<file path="config.mk">
export PLATFORM = sky130hd
export DESIGN_NAME = mult_share_sched
export DESIGN_NICKNAME = d
export VERILOG_FILES = /design/src/rtl/mult_share_sched.sv
export SDC_FILE = /design/constraint.sdc
export NUM_CORES = 1
export LEC_CHECK = 0
export ABC_AREA = 1
export ABC_CLOCK_PERIOD_IN_PS = 2400
export BUFFER_PORTS_ARGS = -buffer_cell sky130_fd_sc_hd__buf_2
export CAP_MARGIN = 20
export CORE_UTILIZATION = 55
export DETAILED_ROUTE_END_ITERATION = 8
export HOLD_SLACK_MARGIN = 0.02
export PLACE_DENSITY = 0.75
export SLEW_MARGIN = 20
export SYNTH_ARGS = -nofsm -noshare
export SYNTH_HDL_FRONTEND = slang
export SYNTH_SLANG_ARGS = --single-unit
</file>
<file path="constraint.sdc">
create_clock -name clk -period 2.4 [get_ports clk]
set_input_delay 0.24 -clock clk [delete_from_list [all_inputs] [get_ports clk]]
set_output_delay 0.24 -clock clk [all_outputs]
set_load 0.02 [all_outputs]
</file>
<file path="src/rtl/mult_share_sched.sv">
// Round-robin front end for one shared, non-stallable pipelined multiplier.
// Issue is credit-gated so the tagged result FIFO can never overflow.
module mult_share_sched #(
    parameter int WIDTH   = 8,
    parameter int NREQ    = 4,
    parameter int MUL_LAT = 2,
    parameter int DEPTH   = 8,
    localparam int IDW    = (NREQ > 2) ? $clog2(NREQ) : 1
) (
    input  logic                  clk,
    input  logic                  rst_n,
    input  logic [NREQ-1:0]       req_valid,
    output logic [NREQ-1:0]       req_ready,
    input  logic [NREQ*WIDTH-1:0] req_a,
    input  logic [NREQ*WIDTH-1:0] req_b,
    output logic [WIDTH-1:0]      mul_a,
    output logic [WIDTH-1:0]      mul_b,
    input  logic [2*WIDTH-1:0]    mul_y,
    output logic                  rsp_valid,
    input  logic                  rsp_ready,
    output logic [2*WIDTH-1:0]    rsp_y,
    output logic [IDW-1:0]        rsp_id,
    output logic                  busy
);
    localparam int AW = (DEPTH > 2) ? $clog2(DEPTH) : 1;
    localparam int CW = $clog2(DEPTH + 1);
    localparam logic [CW-1:0] DEPTH_C  = CW'(DEPTH);
    localparam logic [AW-1:0] LAST_PTR = AW'(DEPTH - 1);

    logic [IDW-1:0]            r_last_grant;
    logic [MUL_LAT:0]          r_tag_vld;
    logic [MUL_LAT:0][IDW-1:0] r_tag_id;
    logic [WIDTH-1:0]          r_mul_a;
    logic [WIDTH-1:0]          r_mul_b;
    logic [2*WIDTH-1:0]        r_mem_y [DEPTH];
    logic [IDW-1:0]            r_mem_id [DEPTH];
    logic [AW-1:0]             r_wr_ptr;
    logic [AW-1:0]             r_rd_ptr;
    logic [CW-1:0]             r_count;
    logic                      r_fresh;

    logic [CW-1:0]   w_inflight;
    logic [CW:0]     w_used;
    logic            w_credit_ok;
    logic            w_found;
    logic [IDW-1:0]  w_gnt_id;
    logic [NREQ-1:0] w_gnt_oh;
    logic            w_issue;
    logic            w_push;
    logic            w_pop;
    logic            w_rsp_valid;

    function automatic logic [AW-1:0] f_inc(input logic [AW-1:0] p);
        return (p == LAST_PTR) ? '0 : p + 1'b1;
    endfunction

    always_comb begin
        w_inflight = '0;
        for (int i = 0; i <= MUL_LAT; i++) begin
            w_inflight = w_inflight + CW'(r_tag_vld[i]);
        end
    end

    // A pop in this cycle is deliberately not counted; its credit comes back next cycle.
    assign w_used      = {1'b0, r_count} + {1'b0, w_inflight};
    assign w_credit_ok = (w_used < {1'b0, DEPTH_C});

    always_comb begin : arb
        int idx;
        w_found  = 1'b0;
        w_gnt_id = '0;
        w_gnt_oh = '0;
        for (int off = 1; off <= NREQ; off++) begin
            idx = int'(r_last_grant) + off;
            if (idx >= NREQ) begin
                idx = idx - NREQ;
            end
            if (!w_found && req_valid[IDW'(idx)]) begin
                w_found  = 1'b1;
                w_gnt_id = IDW'(idx);
            end
        end
        if (w_found) begin
            w_gnt_oh = NREQ'(1) << w_gnt_id;
        end
    end

    assign req_ready = (rst_n && w_credit_ok) ? w_gnt_oh : '0;
    assign w_issue   = |(req_valid & req_ready);

    always_ff @(posedge clk or negedge rst_n) begin
        if (!rst_n) begin
            r_last_grant <= IDW'(NREQ - 1);
            r_tag_vld    <= '0;
            r_tag_id     <= '0;
            r_mul_a      <= '0;
            r_mul_b      <= '0;
        end else begin
            r_tag_vld <= {r_tag_vld[MUL_LAT-1:0], w_issue};
            r_tag_id  <= {r_tag_id[MUL_LAT-1:0], w_gnt_id};
            if (w_issue) begin
                r_last_grant <= w_gnt_id;
                r_mul_a      <= req_a[w_gnt_id*WIDTH +: WIDTH];
                r_mul_b      <= req_b[w_gnt_id*WIDTH +: WIDTH];
            end
        end
    end

    // The newest entry stays hidden for one cycle after its push edge (no bypass).
    assign w_push      = r_tag_vld[MUL_LAT];
    assign w_rsp_valid = r_fresh ? (r_count > CW'(1)) : (r_count != '0);
    assign w_pop       = w_rsp_valid & rsp_ready;

    always_ff @(posedge clk) begin
        if (w_push) begin
            r_mem_y[r_wr_ptr]  <= mul_y;
            r_mem_id[r_wr_ptr] <= r_tag_id[MUL_LAT];
        end
        if (rst_n && w_push) begin
            assert (r_count != DEPTH_C);
        end
    end

    always_ff @(posedge clk or negedge rst_n) begin
        if (!rst_n) begin
            r_wr_ptr <= '0;
            r_rd_ptr <= '0;
            r_count  <= '0;
            r_fresh  <= 1'b0;
        end else begin
            if (w_push) begin
                r_wr_ptr <= f_inc(r_wr_ptr);
            end
            if (w_pop) begin
                r_rd_ptr <= f_inc(r_rd_ptr);
            end
            case ({w_push, w_pop})
                2'b10:   r_count <= r_count + 1'b1;
                2'b01:   r_count <= r_count - 1'b1;
                default: r_count <= r_count;
            endcase
            r_fresh <= w_push;
        end
    end

    assign mul_a     = r_mul_a;
    assign mul_b     = r_mul_b;
    assign rsp_valid = w_rsp_valid;
    assign rsp_y     = w_rsp_valid ? r_mem_y[r_rd_ptr] : '0;
    assign rsp_id    = w_rsp_valid ? r_mem_id[r_rd_ptr] : '0;
    assign busy      = (|r_tag_vld) | (r_count != '0);

endmodule

</file>
Yosys cells after proc, flatten, opt, wreduce, memory -nomap -nowiden
Memories as Yosys holds them, arrays and structs flattened.
Index checks and enable logic that the tools add are counted.
{ "totals": {"word_cells": 93, "memories": 2, "inputBits": 87, "output_inout_bits": 40, "reg_bits": 38, "mem_bits_rw": 144} }
{ "memory_table": {"columns": ["name", "words", "width", "read_ports", "rd_clocked_by_memory_dff", "write_ports", "line", "source"], "rows": [
  ["r_mem_y", 8, 16, 1, 0, 1, "35", "logic [2*WIDTH-1:0] r_mem_y [DEPTH];"],
  ["r_mem_id", 8, 2, 1, 0, 1, "36", "logic [IDW-1:0] r_mem_id [DEPTH];"]
]} }
{ "classes": {"eq_ne": 4, "add_sub_neg": 15, "n_mux": 34, "bitwise_logic": 3, "magnitude_cmp": 10, "reduce_logical": 11, "shift": 3} }
{ "op_table": {"columns": ["cell", "count"], "rows": [
  ["$shiftx A32 B6 Y8", 2],
  ["$mux W2", 9],
  ["$lt A2 B4 Y1 const B", 4],
  ["$mux W16", 1],
  ["$mux W1", 15],
  ["$ge A3 B3 Y1 const B", 3],
  ["$bmux W1 S2", 4],
  ["$mux W4", 2],
  ["$pmux W4 S2", 1],
  ["$sub A2 B1 Y2 const B", 4],
  ["$add A2 B2 Y3 const B", 2],
  ["$add A3 B1 Y3 const B", 2],
  ["$eq A3 B3 Y1 const B", 2],
  ["$mux W3", 2],
  ["$add A4 B3 Y5", 1],
  ["$lt A5 B4 Y1 const B", 1],
  ["$add A2 B3 Y4 const B", 1],
  ["$add A4 B1 Y4 const B", 1],
  ["$and A4 B4 Y4", 1],
  ["$ge A4 B3 Y1 const B", 1],
  ["$gt A4 B1 Y1 const B", 1],
  ["$logic_and A1 B1 Y1", 4],
  ["$reduce_bool A4 Y1", 1],
  ["$reduce_or A4 Y1", 1],
  ["other kinds (12)", 14]
]} }

Logic depth before layout (Yosys ltp)
Gate-level depths: netlist (run 1).
{ "depth": {"depth_word": 21, "mapped_depth": 17} }

Worst setup path before layout (run 1)
Ideal clock, no wire load.
{ "synth_path": {"kind": "flip-flop to output port", "from": "register r_count[0]", "to": "output port rsp_id[0]", "t_required_ps": 2160, "stages_incl_launch_ff": 9, "n_path_buf": 1, "slack_ps": -235, "t_arrival_ps": 2395, "cell_sequence": "dfrtp_1 inv_1 ha_1 nand2_1 inv_1 a31oi_1 clkinv_1 clkbuf_1 nor3_1"} }
{ "synth_via": {"elab_chain_len": 3, "word_cells_on_any_way": 4, "classes_between": "order compare (1); mux (2); reduce/logical (1)"} }
{ "synth_rtl": {"columns": ["item", "line", "source"], "rows": [
  ["start, declared", "39", "logic [CW-1:0] r_count;"],
  ["start signal, assigned", "138", "2'b10: r_count <= r_count + 1'b1;"],
  ["start signal, assigned", "139", "2'b01: r_count <= r_count - 1'b1;"],
  ["start signal, assigned", "140", "default: r_count <= r_count;"],
  ["$gt A4 B1 Y1 or $reduce_bool A4 Y1 (tied branches)", "111", "assign w_rsp_valid = r_fresh ? (r_count > CW'(1)) : (r_count != '0);"],
  ["$mux W1 (*)", "111", null],
  ["net rsp_valid", "19", "output logic rsp_valid,"],
  ["$mux W2 (*)", "150", "assign rsp_id = w_rsp_valid ? r_mem_id[r_rd_ptr] : '0;"],
  ["end, declared", "22", "output logic [IDW-1:0] rsp_id,"]
]} }
The timed path passes the listed nets; every way through them passes the cells marked *.

Final worst setup path (run 1)
{ "layout_path": {"from": "register r_count[0]", "to": "output port req_ready[1]"} }
{ "layout_via": {"elab_chain_len": 4} }
{ "layout_rtl": {"columns": ["item", "line", "source"], "rows": [
  ["$add A4 B3 Y5", "65", "assign w_used = {1'b0, r_count} + {1'b0, w_inflight};"],
  ["$lt A5 B4 Y1", "66", "assign w_credit_ok = (w_used < {1'b0, DEPTH_C});"],
  ["$logic_and A1 B1 Y1", "88", "assign req_ready = (rst_n && w_credit_ok) ? w_gnt_oh : '0;"],
  ["$mux W4", "88", null],
  ["end, declared", "13", "output logic [NREQ-1:0] req_ready,"]
]} }
No other way between the ends.

==> reports/results.tsv, run 1 <==
stage	metric	value	unit
yosys	ys_types	33	
sta	hold_viol_final	0	
placement	dpl.cell_count	1056	
drt	routed_via_density	5.73	
die	io_pins	127	
die	die_x	124	um
critical_path	cp.arrival	2.32	ns
critical_path	cp_max_fo	5	
yosys	yosys-top-cells-area	edfxtp_1 53%, dfrtp_1 11%, nand2_1 9.5%	
sta	setup_ws	-0.157	ns
sta	finalSetupTns	-1.09	ns
yosys	synth_seq_cells	182	
clock_tree	clk_latency	0.42	ns
drt	drt_iter0_markers	507	
hold_path	hold_start	mul_y[9]	
die	initial_core_util	0.564	
yosys	ys_warn_count	0	
placement	place_congestion	0.912	
global_routing	overflow	0	
global_routing	met1_usage	0.317	
sta	rsz0062_at_grt	true	
sta	skew	0.0129	ns
placement	dp.final_hpwl	12.0	mm
yosys	netlist_area	0.00820	mm^2
layout	finalNetCount	1014	
yosys	synth_fp_nets	861	
drt	drt-wirelength-per-cell	18.0	um
sta	fin_crit_sh	1.07	
hold_path	hold_depth	1	
die	dieArea	0.0154	mm^2
yosys	yosys.area.top_type	edfxtp_1	
global_routing	grt_pass1_wl	30.3	mm
drt	totalWireLength	20.1	mm
global_routing	met2_usage	0.465	
critical_path	crit_required	2.16	ns
layout	syn_to_final_growth	27.1	%
layout	num-fill-cells	1013	
global_routing	busiest_layer	met2	
global_routing	antenna_found_initial	0	
critical_path	crit_path_start_kind	register	
layout	drive_gt1_frac	0.346	
global_routing	track_usage	0.265	
clock_tree	cts_num_sinks	182	
sta	relSlewSlack	0.676	
sta	worst_slew_pin_slew	0.486	ns
die	rows	44	
hold_path	hp-class	input port to register	
critical_path	r2r_end	r_last_grant[0]	
flow_run	drv_cap	0	
status	status	finished with violations	
layout	stdcell_count	1113	
drt	vias	6374	
status	violations	negative setup slack	
clock_tree	htreeDepth	4	
sta	setup_viol	22	
global_routing	grt_max_degree	74	
clock_tree	cts_buffers	17	
sta	max_freq	0.391	GHz
critical_path	crit_type	register to primary output	
yosys	synth_top_area_frac	0.528	
placement	port-buffer-count	126	
placement	placedInstanceArea	0.00914	mm^2
clock_tree	clock_path_buffers	2	
clock_tree	path_clk_slew	0.07	ns
critical_path	r2r_cells	10	
sta	hold_ws	0.0887	ns
yosys	seq_area_frac_synth	0.644	
power_and_ir_drop	power_leakage	4.32	nW
power_and_ir_drop	ir_drop	1760	uV
power_and_ir_drop	power	0.0157	W
power_and_ir_drop	powerDensity	1510	mW/mm^2
die	die_h	124	um
layout	layout.area.seq	0.00528	mm^2
sta	final.min_clock_period	2.56	ns
die	coreArea	0.0145	mm^2
layout	final_area	0.0104	mm^2
drt	ant_nets	0	
sta	slew_violations	0	
layout	antenna_cells	0	
drt	drt_first_pass_iters	5	
global_routing	grt_pass1_vias	6177	
critical_path	crit_path_end_kind	primary output	
hold_path	hold_end	r_mem_y[3][9]	
critical_path	worstReg2RegStart	r_count[0]	
clock_tree	root_buffer	clkbuf_16	
drt	drc_errors	0	
yosys	synth_area_per_cell	10.7	um^2
yosys	synth_cells	763	
layout	multi_input_area	0.00296	mm^2
clock_tree	cts_tree	built	
global_routing	grt_use_met3	0.0513	
critical_path	rrSetupSlack	0.05	ns
worst max path at each step:
stage | slack, ns | from | cells after the start | endpoint
finish | -0.16 | r_count[0] | 8 | req_ready[1]
global route | -0.26 | r_tag_vld[1] | 8 | req_ready[1]
detailed placement | 0.11 | r_tag_vld[0] | 8 | req_ready[2]
CTS | -0.08 | r_last_grant[0] | 11 | req_ready[1]
global placement | 0.15 | r_tag_vld[0] | 8 | req_ready[1]
floorplan | -0.09 | r_tag_vld[0] | 8 | req_ready[0]
state kept, by name, indices dropped and copies added, names as in the netlist:
| signal | flops |
|---|---|
| r_rd_ptr | 3 |
| r_mem_y | 128 |
| r_wr_ptr | 3 |
| r_tag_id | 6 |
| r_mem_id | 16 |
| r_fresh | 1 |
| r_count | 4 |
| mul_b | 8 |
| mul_a | 8 |
| r_tag_vld | 3 |
| r_last_grant | 2 |
layout by cell type, fill, tap and decap left out, types with 3 or more instances in the layout:
cell type | netlist | layout
buf_4 | 0 | 48
inv_2 | 2 | 5
dfrtp_1 | 36 | 35
ha_4 | 0 | 3
nand3_1 | 8 | 6
clkbuf_16 | 0 | 20
buf_2 | 8 | 104
nand2_1 | 208 | 190
nor3_4 | 0 | 17
ha_1 | 10 | 6
inv_4 | 0 | 7
edfxtp_1 | 144 | 144
o21ai_0 | 82 | 81
o221a_2 | 36 | 36
inv_1 | 23 | 17
nand2_2 | 5 | 23
nor2_1 | 84 | 84
nand3_4 | 1 | 3
nand4_1 | 32 | 32
buf_12 | 0 | 3
buf_6 | 5 | 21
nor3_2 | 1 | 6
clkinv_2 | 0 | 3
metal layers:
layer | wire (um) | vias to the layer above
met2 | 10600 | 283
met4 | 563 | 0
met5 | 0 | -
met1 | 7760 | 3052
met3 | 1170 | 39
li1 | - | 3000
cells by family (layout without fill, tap and decap cells):
| logic type | Yosys count | after routing | synth area share |
|---|---|---|---|
| XOR/XNOR | 4 | 4 | 0.00427 |
| AND/OR/NAND/NOR | 367 | 367 | 0.190 |
| buffers and inverters | 74 | 240 | 0.0397 |
| AO/OA/AOI/OAI | 125 | 125 | 0.105 |
| flip-flops | 182 | 182 | 0.644 |
| adder cells (fa/ha/maj) | 11 | 11 | 0.0177 |
power by group:
part / internal, W / switching, W
registers: 0.00404 / 0.000349
clock network: 0.00148 / 0.00112
logic: 0.00355 / 0.00515
synth_stat cells (all sizes together):
library cell    n
a21oi           3
a31oi           1
buf            16
clkbuf         30
clkinv          3
dfrtp          36
dfstp           2
edfxtp        144
fa              1
ha             10
inv            25
nand2         213
nand2b          1
nand3          11
nand4          32
nor2           85
nor3           24
nor3b           1
o21a            1
o21ai          84
o221a          36
xnor2           2
xor2            2
critical path: stages (launching register included):
cell and delay (ns):
dfrtp_1 0.41, fa_2 0.43, ha_4 0.23, nand3_4 0.06, a21oi_2 0.06, nor3b_2 0.20
nand2_2 0.14, nor3_2 0.20, buf_4 0.17
per-stage QoR:
| stage | worst slack, ns | util |
|---|---|---|
| final | -0.157 | 0.717 |
| after global routing | -0.257 | 0.717 |
| after CTS | -0.0771 | 0.698 |
| after detailed placement | 0.106 | 0.629 |
| after global placement | 0.153 | 0.629 |
| after floorplan | -0.0878 | - |
cell type report:
type,count,share of cell area
multi-input combinational,507,0.284
timing repair buffer,180,0.122
clock buffer,22,0.0477
inverter,28,0.0117
clock inverter,10,0.00625
sequential,182,0.507
tap,184,0.0221
timing repair:
action                     CTS  global route
hold endpoints to repair    36             0
gates resized for setup     77            47
buffers inserted            13             9
setup endpoints to repair   22            38
hold buffers                 1             0
pin swaps                   17            24
gates cloned                 2             1
Note: power is estimated with default switching activity, not from simulation.
==> inputs of run 2 (changes only) <==
--- a/config.mk
+++ b/config.mk
@@ -9,10 +9,10 @@
 export ABC_CLOCK_PERIOD_IN_PS = 2400
 export BUFFER_PORTS_ARGS = -buffer_cell sky130_fd_sc_hd__buf_2
 export CAP_MARGIN = 20
-export CORE_UTILIZATION = 55
+export CORE_UTILIZATION = 57
 export DETAILED_ROUTE_END_ITERATION = 8
 export HOLD_SLACK_MARGIN = 0.02
-export PLACE_DENSITY = 0.75
+export PLACE_DENSITY = 0.77
 export SLEW_MARGIN = 20
 export SYNTH_ARGS = -nofsm -noshare
 export SYNTH_HDL_FRONTEND = slang
==> reports/results.tsv, run 2 (synthesis results as in run 1) <==
stage	metric	value	unit	change
status	status	finished with violations		
status	violations	negative setup slack		
layout	num-fill-cells	910		-10%
die	initial_core_util	0.588		+0.0243
sta	worst_slew_pin_slew	0.458	ns	-0.0277 ns
critical_path	crit_required	2.16	ns	about the same
placement	port-buffer-count	126		unchanged
global_routing	track_usage	0.271		+0.00615
layout	reg_top3	r_mem_y: 128 flops, r_mem_id: 16 flops		
sta	hold_viol_final	0		unchanged
placement	place_congestion	0.905		-0.79%
die	rows	43		-2.3%
critical_path	cp.arrival	2.33	ns	about the same
layout	top_register	r_mem_y		
die	die_h	122	um	-1.7%
layout	layout_commonest_cell	nand2_1		
sta	fin_crit_sh	1.07		+0.00757
clock_tree	htreeDepth	4		unchanged
layout	mostFrequentLayoutCells	193 x nand2_1, 144 x edfxtp_1, 104 x buf_2		
layout	drive_gt1_frac	0.336		-0.00969
critical_path	critPathSlowestCell	dfrtp_1		
drt	drt_first_pass_iters	5		unchanged
critical_path	cpPeakStageDelay	0.43	ns	about the same
layout	largest_reg_flops	128		unchanged
global_routing	grt_pass1_wl	30.6	mm	+0.98%
layout	finalNetCount	1014		unchanged
drt	vias	6408		+0.53%
sta	rsz0062_at_grt	true		
critical_path	crit_path_start_kind	register		
global_routing	overflow	0		unchanged
layout	antenna_cells	0		unchanged
clock_tree	cts_num_sinks	182		unchanged
sta	skew	0.00842	ns	-0.00450 ns
global_routing	grt_max_degree	57		-23%
critical_path	startpoint	r_count[0]		
placement	dp.final_hpwl	11.7	mm	-2.3%
drt	routed_via_density	5.78		+0.90%
die	coreArea	0.0139	mm^2	-4.1%
sta	setup_ws	-0.175	ns	-0.0182 ns
hold_path	hp-class	input port to register		
sta	final.min_clock_period	2.57	ns	+0.0182 ns
clock_tree	cts_buffers	17		unchanged
power_and_ir_drop	powerDensity	1520	mW/mm^2	+0.86%
drt	ant_nets	0		unchanged
drt	drt-wirelength-per-cell	18.3	um	+1.6%
drt	totalWireLength	20.3	mm	+1.2%
power_and_ir_drop	power_leakage	4.31	nW	-0.22%
die	die_x	122	um	-1.7%
sta	relSlewSlack	0.695		+0.0185
die	dieArea	0.0149	mm^2	-3.5%
critical_path	cp_top_family	adder cells		
global_routing	grt_pass1_vias	6142		-0.57%
critical_path	worstReg2RegStart	r_last_grant[0]		
layout	syn_to_final_growth	26.7	%	
hold_path	hold_start	mul_y[2]		
clock_tree	clock_path_buffers	2		unchanged
sta	max_freq	0.388	GHz	-0.71%
sta	slew_violations	0		unchanged
clock_tree	path_clk_slew	0.07	ns	about the same
die	io_pins	127		unchanged
critical_path	crit_path_end_kind	primary output		
critical_path	cp_max_fo	5		unchanged
power_and_ir_drop	power	0.0158	W	+0.57%
power_and_ir_drop	ir_drop	1420	uV	-20%
clock_tree	root_buffer	clkbuf_16		
critical_path	crit_chain	fa_2 -> ha_4 -> nand3_2 -> a21oi_2 -> nor3b_2 -> nand2_2 -> nor3_2 -> buf_4		
clock_tree	cts_tree	built		
sta	hold_ws	0.0921	ns	+0.00340 ns
drt	drt_iter0_markers	615		+21%
clock_tree	clk_latency	0.42	ns	about the same
critical_path	crit_type	register to primary output		
drt	drc_errors	0		unchanged
flow_run	drv_cap	0		unchanged
critical_path	critPathBufInv	1		unchanged
placement	place_ws	0.115	ns	+0.00859 ns
sta	setup_viol	19		-14%
global_routing	antenna_found_initial	0		unchanged
run 2: cell types whose count changed in the layout (fill, tap and decap cells not counted), moves of 2 or more:
cell and change:
nand2_2 -3, buf_8 +2, buf_16 -2, buf_6 -3, inv_4 -5, clkinvlp_4 +2
clkinv_1 +3, nand2_1 +3, clkinv_2 -2, bufinv_16 +2
run 2: area by class of cell:
class | count | area, um^2 | share of cell area
Clock buffer | 19 | 433 | 0.0417
Clock inverter | 13 | 133 | 0.0128
Inverter | 28 | 115 | 0.0111
Multi-Input combinational cell | 507 | 2940 | 0.283
Sequential cell | 182 | 5280 | 0.508
Tap cell | 180 | 225 | 0.0217
Timing Repair Buffer | 180 | 1270 | 0.122
run 2: path summary, 6_finish.rpt:
path	to	slack [ns]	cells after the start
setup / recovery	req_ready[3]	-0.17	8
hold / removal	r_mem_y[6][2]	0.09	1
setup reg to reg	mul_b[2]	0.04	15
hold reg to reg	r_tag_id[3]	0.35	0
max in group asynchronous	r_count[1]	1.64	3
min in group asynchronous	r_wr_ptr[0]	0.41	3
run 2: worst register-to-register path, delay by kind of cell (launching register included):
kind                   cells  cell delay (ns)
flip-flops                 1             0.61
buffers and inverters      4             0.56
AND/OR/NAND/NOR           11             1.13
run 2: what timing repair did:
action / 4_1_cts / 5_1_grt
endpoints found under the setup margin: 22 / 36
gates resized for setup: 71 / 42
setup buffers: 14 / 8
gates cloned: 0 / 4
endpoints found under the hold margin: 36 / 0
pin swaps: 20 / 14
hold buffers: 1 / 0
run 2: report_power, final:
group / internal [W] / leakage (nW) / switching (W)
clock network: 0.00153 / 0.262 / 0.00114
registers: 0.00404 / 1.77 / 0.000333
logic: 0.00356 / 2.28 / 0.00518
total: 0.00913 / 4.31 / 0.00665
run 2: layer usage:
metal  share of wire  GRT usage
met1            0.38      0.341
met2            0.53      0.471
met3           0.065     0.0426
met4           0.023      0.103
met5               0          0
run 2: through the flow:
step	cell area, um^2	cells	utilization	setup TNS, ns
CTS	10100	1098	0.723	-0.292
floorplan	8250	763	-	-0.351
finish	10400	1109	0.745	-0.877
detailed placement	9140	1052	0.656	0
global route	10400	1109	0.745	-4.12
global placement	9140	1052	0.656	0
==> inputs of run 3 (changes only) <==
--- a/config.mk
+++ b/config.mk
@@ -11,6 +11,7 @@
 export CAP_MARGIN = 20
 export CORE_UTILIZATION = 57
 export DETAILED_ROUTE_END_ITERATION = 8
+export GPL_TIMING_DRIVEN = 0
 export HOLD_SLACK_MARGIN = 0.02
 export PLACE_DENSITY = 0.77
 export SLEW_MARGIN = 20
==> reports/results.tsv, run 3 (synthesis results as in run 1) <==
stage	metric	value	unit	change
critical_path	worstReg2RegStart	r_last_grant[0]		
clock_tree	clock_path_buffers	2		unchanged
global_routing	overflow	0		unchanged
critical_path	rrSetupSlack	0.12	ns	+0.08 ns
critical_path	r2r_end	mul_b[5]		
drt	drt-wirelength-per-cell	19.9	um	+8.8%
die	coreArea	0.0139	mm^2	unchanged
die	die_x	122	um	unchanged
hold_path	hp-class	input port to register		
critical_path	cpPeakStageDelay	0.41	ns	-0.02 ns
die	initial_core_util	0.588		unchanged
layout	drive_gt1_frac	0.376		+0.0398
layout	top_register	r_mem_y		
placement	dpl.cell_count	1074		+2.1%
sta	slew_violations	0		unchanged
global_routing	grt_pass1_wl	34.9	mm	+14%
drt	totalWireLength	22.7	mm	+12%
sta	finalSetupTns	-1.20	ns	-0.322 ns
critical_path	critPathBufInv	2		+1
critical_path	path_depth	9		+1
critical_path	cp_max_fo	6		+1
sta	setup_ws	-0.344	ns	-0.169 ns
power_and_ir_drop	power	0.0167	W	+5.8%
layout	mostFrequentLayoutCells	195 x nand2_1, 144 x edfxtp_1, 113 x buf_2		
critical_path	cp_top_family	adder cells		
critical_path	cp.arrival	2.50	ns	+0.17 ns
critical_path	crit_type	register to primary output		
die	die_h	122	um	unchanged
critical_path	crit_path_end_kind	primary output		
global_routing	grt_pass1_vias	6825		+11%
drt	ant_nets	0		unchanged
placement	dp.final_hpwl	14.5	mm	+23%
critical_path	crit_chain	fa_2 -> ha_4 -> nand3_2 -> a21oi_2 -> nor3b_2 -> nand2_2 -> clkbuf_16 -> nor3_4 -> buf_6		
clock_tree	clk_latency	0.43	ns	about the same
clock_tree	root_buffer	clkbuf_16		
status	violations	negative setup slack		
sta	hold_viol_final	0		unchanged
clock_tree	cts_tree	built		
global_routing	grt_max_degree	37		-35%
layout	final_area	0.0107	mm^2	+3.2%
drt	drt_first_pass_iters	5		unchanged
drt	vias	6809		+6.3%
sta	hold_ws	0.0842	ns	-0.00787 ns
layout	stdcell_count	1141		+2.9%
sta	rsz0062_at_grt	true		
sta	setup_viol	5		-14
sta	relSlewSlack	0.490		-0.204
drt	drc_errors	0		unchanged
clock_tree	path_clk_slew	0.07	ns	about the same
status	status	finished with violations		
placement	port-buffer-count	126		unchanged
clock_tree	htreeDepth	4		unchanged
power_and_ir_drop	power_leakage	4.47	nW	+3.9%
critical_path	critPathSlowestCell	dfrtp_1		
layout	layout_commonest_cell	nand2_1		
layout	antenna_cells	0		unchanged
clock_tree	cts_buffers	17		unchanged
placement	place_congestion	0.960		+6.1%
drt	drt_iter0_markers	773		+26%
die	rows	43		unchanged
critical_path	crit_path_end	req_ready[2]		
drt	routed_via_density	5.97		+3.3%
critical_path	startpoint	r_tag_vld[0]		
critical_path	r2r_cells	15		unchanged
power_and_ir_drop	ir_drop	1210	uV	-14%
sta	fin_crit_sh	1.14		+0.0703
layout	syn_to_final_growth	30.8	%	
sta	final.min_clock_period	2.74	ns	+0.169 ns
layout	largest_reg_flops	128		unchanged
layout	reg_top3	r_mem_y: 128 flops, r_mem_id: 16 flops		
die	io_pins	127		unchanged
placement	placedInstanceArea	0.00922	mm^2	+0.78%
sta	worst_slew_pin_slew	0.764	ns	+0.306 ns
global_routing	track_usage	0.321		+0.0495
layout	num-fill-cells	863		-5.2%
global_routing	antenna_found_initial	0		unchanged
sta	skew	0.0118	ns	+0.00334 ns
layout	finalNetCount	1046		+3.2%
flow_run	drv_cap	0		unchanged
sta	max_freq	0.364	GHz	-6.2%
critical_path	crit_required	2.16	ns	about the same
die	dieArea	0.0149	mm^2	unchanged
clock_tree	cts_num_sinks	182		unchanged
power_and_ir_drop	powerDensity	1560	mW/mm^2	+2.5%
critical_path	crit_path_start_kind	register		
[run 3: changes by cell type in the layout (fill, tap and decap cells not counted), moves of 4 or more]
cell / previous run / this run
clkbuf_2: 0 / 15
nor2_1: 84 / 76
clkbuf_4: 0 / 5
nor2_2: 0 / 5
buf_6: 18 / 23
buf_8: 2 / 7
buf_4: 49 / 38
buf_2: 104 / 113
inv_4: 2 / 7
clkinv_1: 4 / 0
[run 3: per-layer routing]
metal	GRT usage	wire length, um
met5	0	0
met2	0.555	11700
met3	0.0707	1790
met4	0.163	867
met1	0.374	8340
[run 3: power breakdown]
group / internal, W / total, W / switching [W]
Sequential: 0.00405 / 0.00439 / 0.000343
Clock: 0.00156 / 0.00275 / 0.00120
Combinational: 0.00388 / 0.00955 / 0.00567
[run 3: how the worst min path moves through the flow]
stage | start | to | slack [ns] | cells after the start
2_1_floorplan | rst_n | mul_a[0] | -0.06 | 0
3_3_place_gp | r_tag_id[2] | r_tag_id[4] | 0.33 | 0
3_5_place_dp | r_tag_id[1] | r_tag_id[3] | 0.34 | 0
4_1_cts | mul_y[0] | r_mem_y[5][0] | 0.07 | 1
5_1_grt | mul_y[5] | r_mem_y[5][5] | 0.09 | 1
6_report | mul_y[6] | r_mem_y[0][6] | 0.08 | 1
[run 3: worst register-to-register path: cells and delay by family (launching register included)]
kind / cells / cell delay [ns]
buffers and inverters: 6 / 0.80
DFF: 1 / 0.53
and+or+nand+nor: 9 / 0.85
[run 3: metrics by stage]
step,util,setup slack [ns]
3_5_place_dp,0.661,-0.429
4_1_cts,0.756,-0.299
6_report,0.770,-0.344
5_1_grt,0.770,-0.429
2_1_floorplan,-,-0.0878
3_3_place_gp,0.654,-0.434
[run 3: timing repair]
item                                   4_1_cts  5_1_grt
setup endpoints to repair                   22       40
resized for setup                          149       42
cloned                                       1        1
setup buffers                               24       13
hold buffers                                 2        0
endpoints found under the hold margin       36        0
pin swaps                                   26        8
[run 3: final cells by class]
| type | instances | area, um^2 | area share |
|---|---|---|---|
| buffer | 42 | 350 | 0.0327 |
| clock buffer | 22 | 518 | 0.0483 |
| clock inverter | 10 | 77.6 | 0.00723 |
| inverter | 28 | 135 | 0.0126 |
| multi-input combinational | 507 | 2980 | 0.278 |
| sequential | 182 | 5280 | 0.492 |
| tap | 180 | 225 | 0.0210 |
| timing repair buffer | 170 | 1160 | 0.108 |
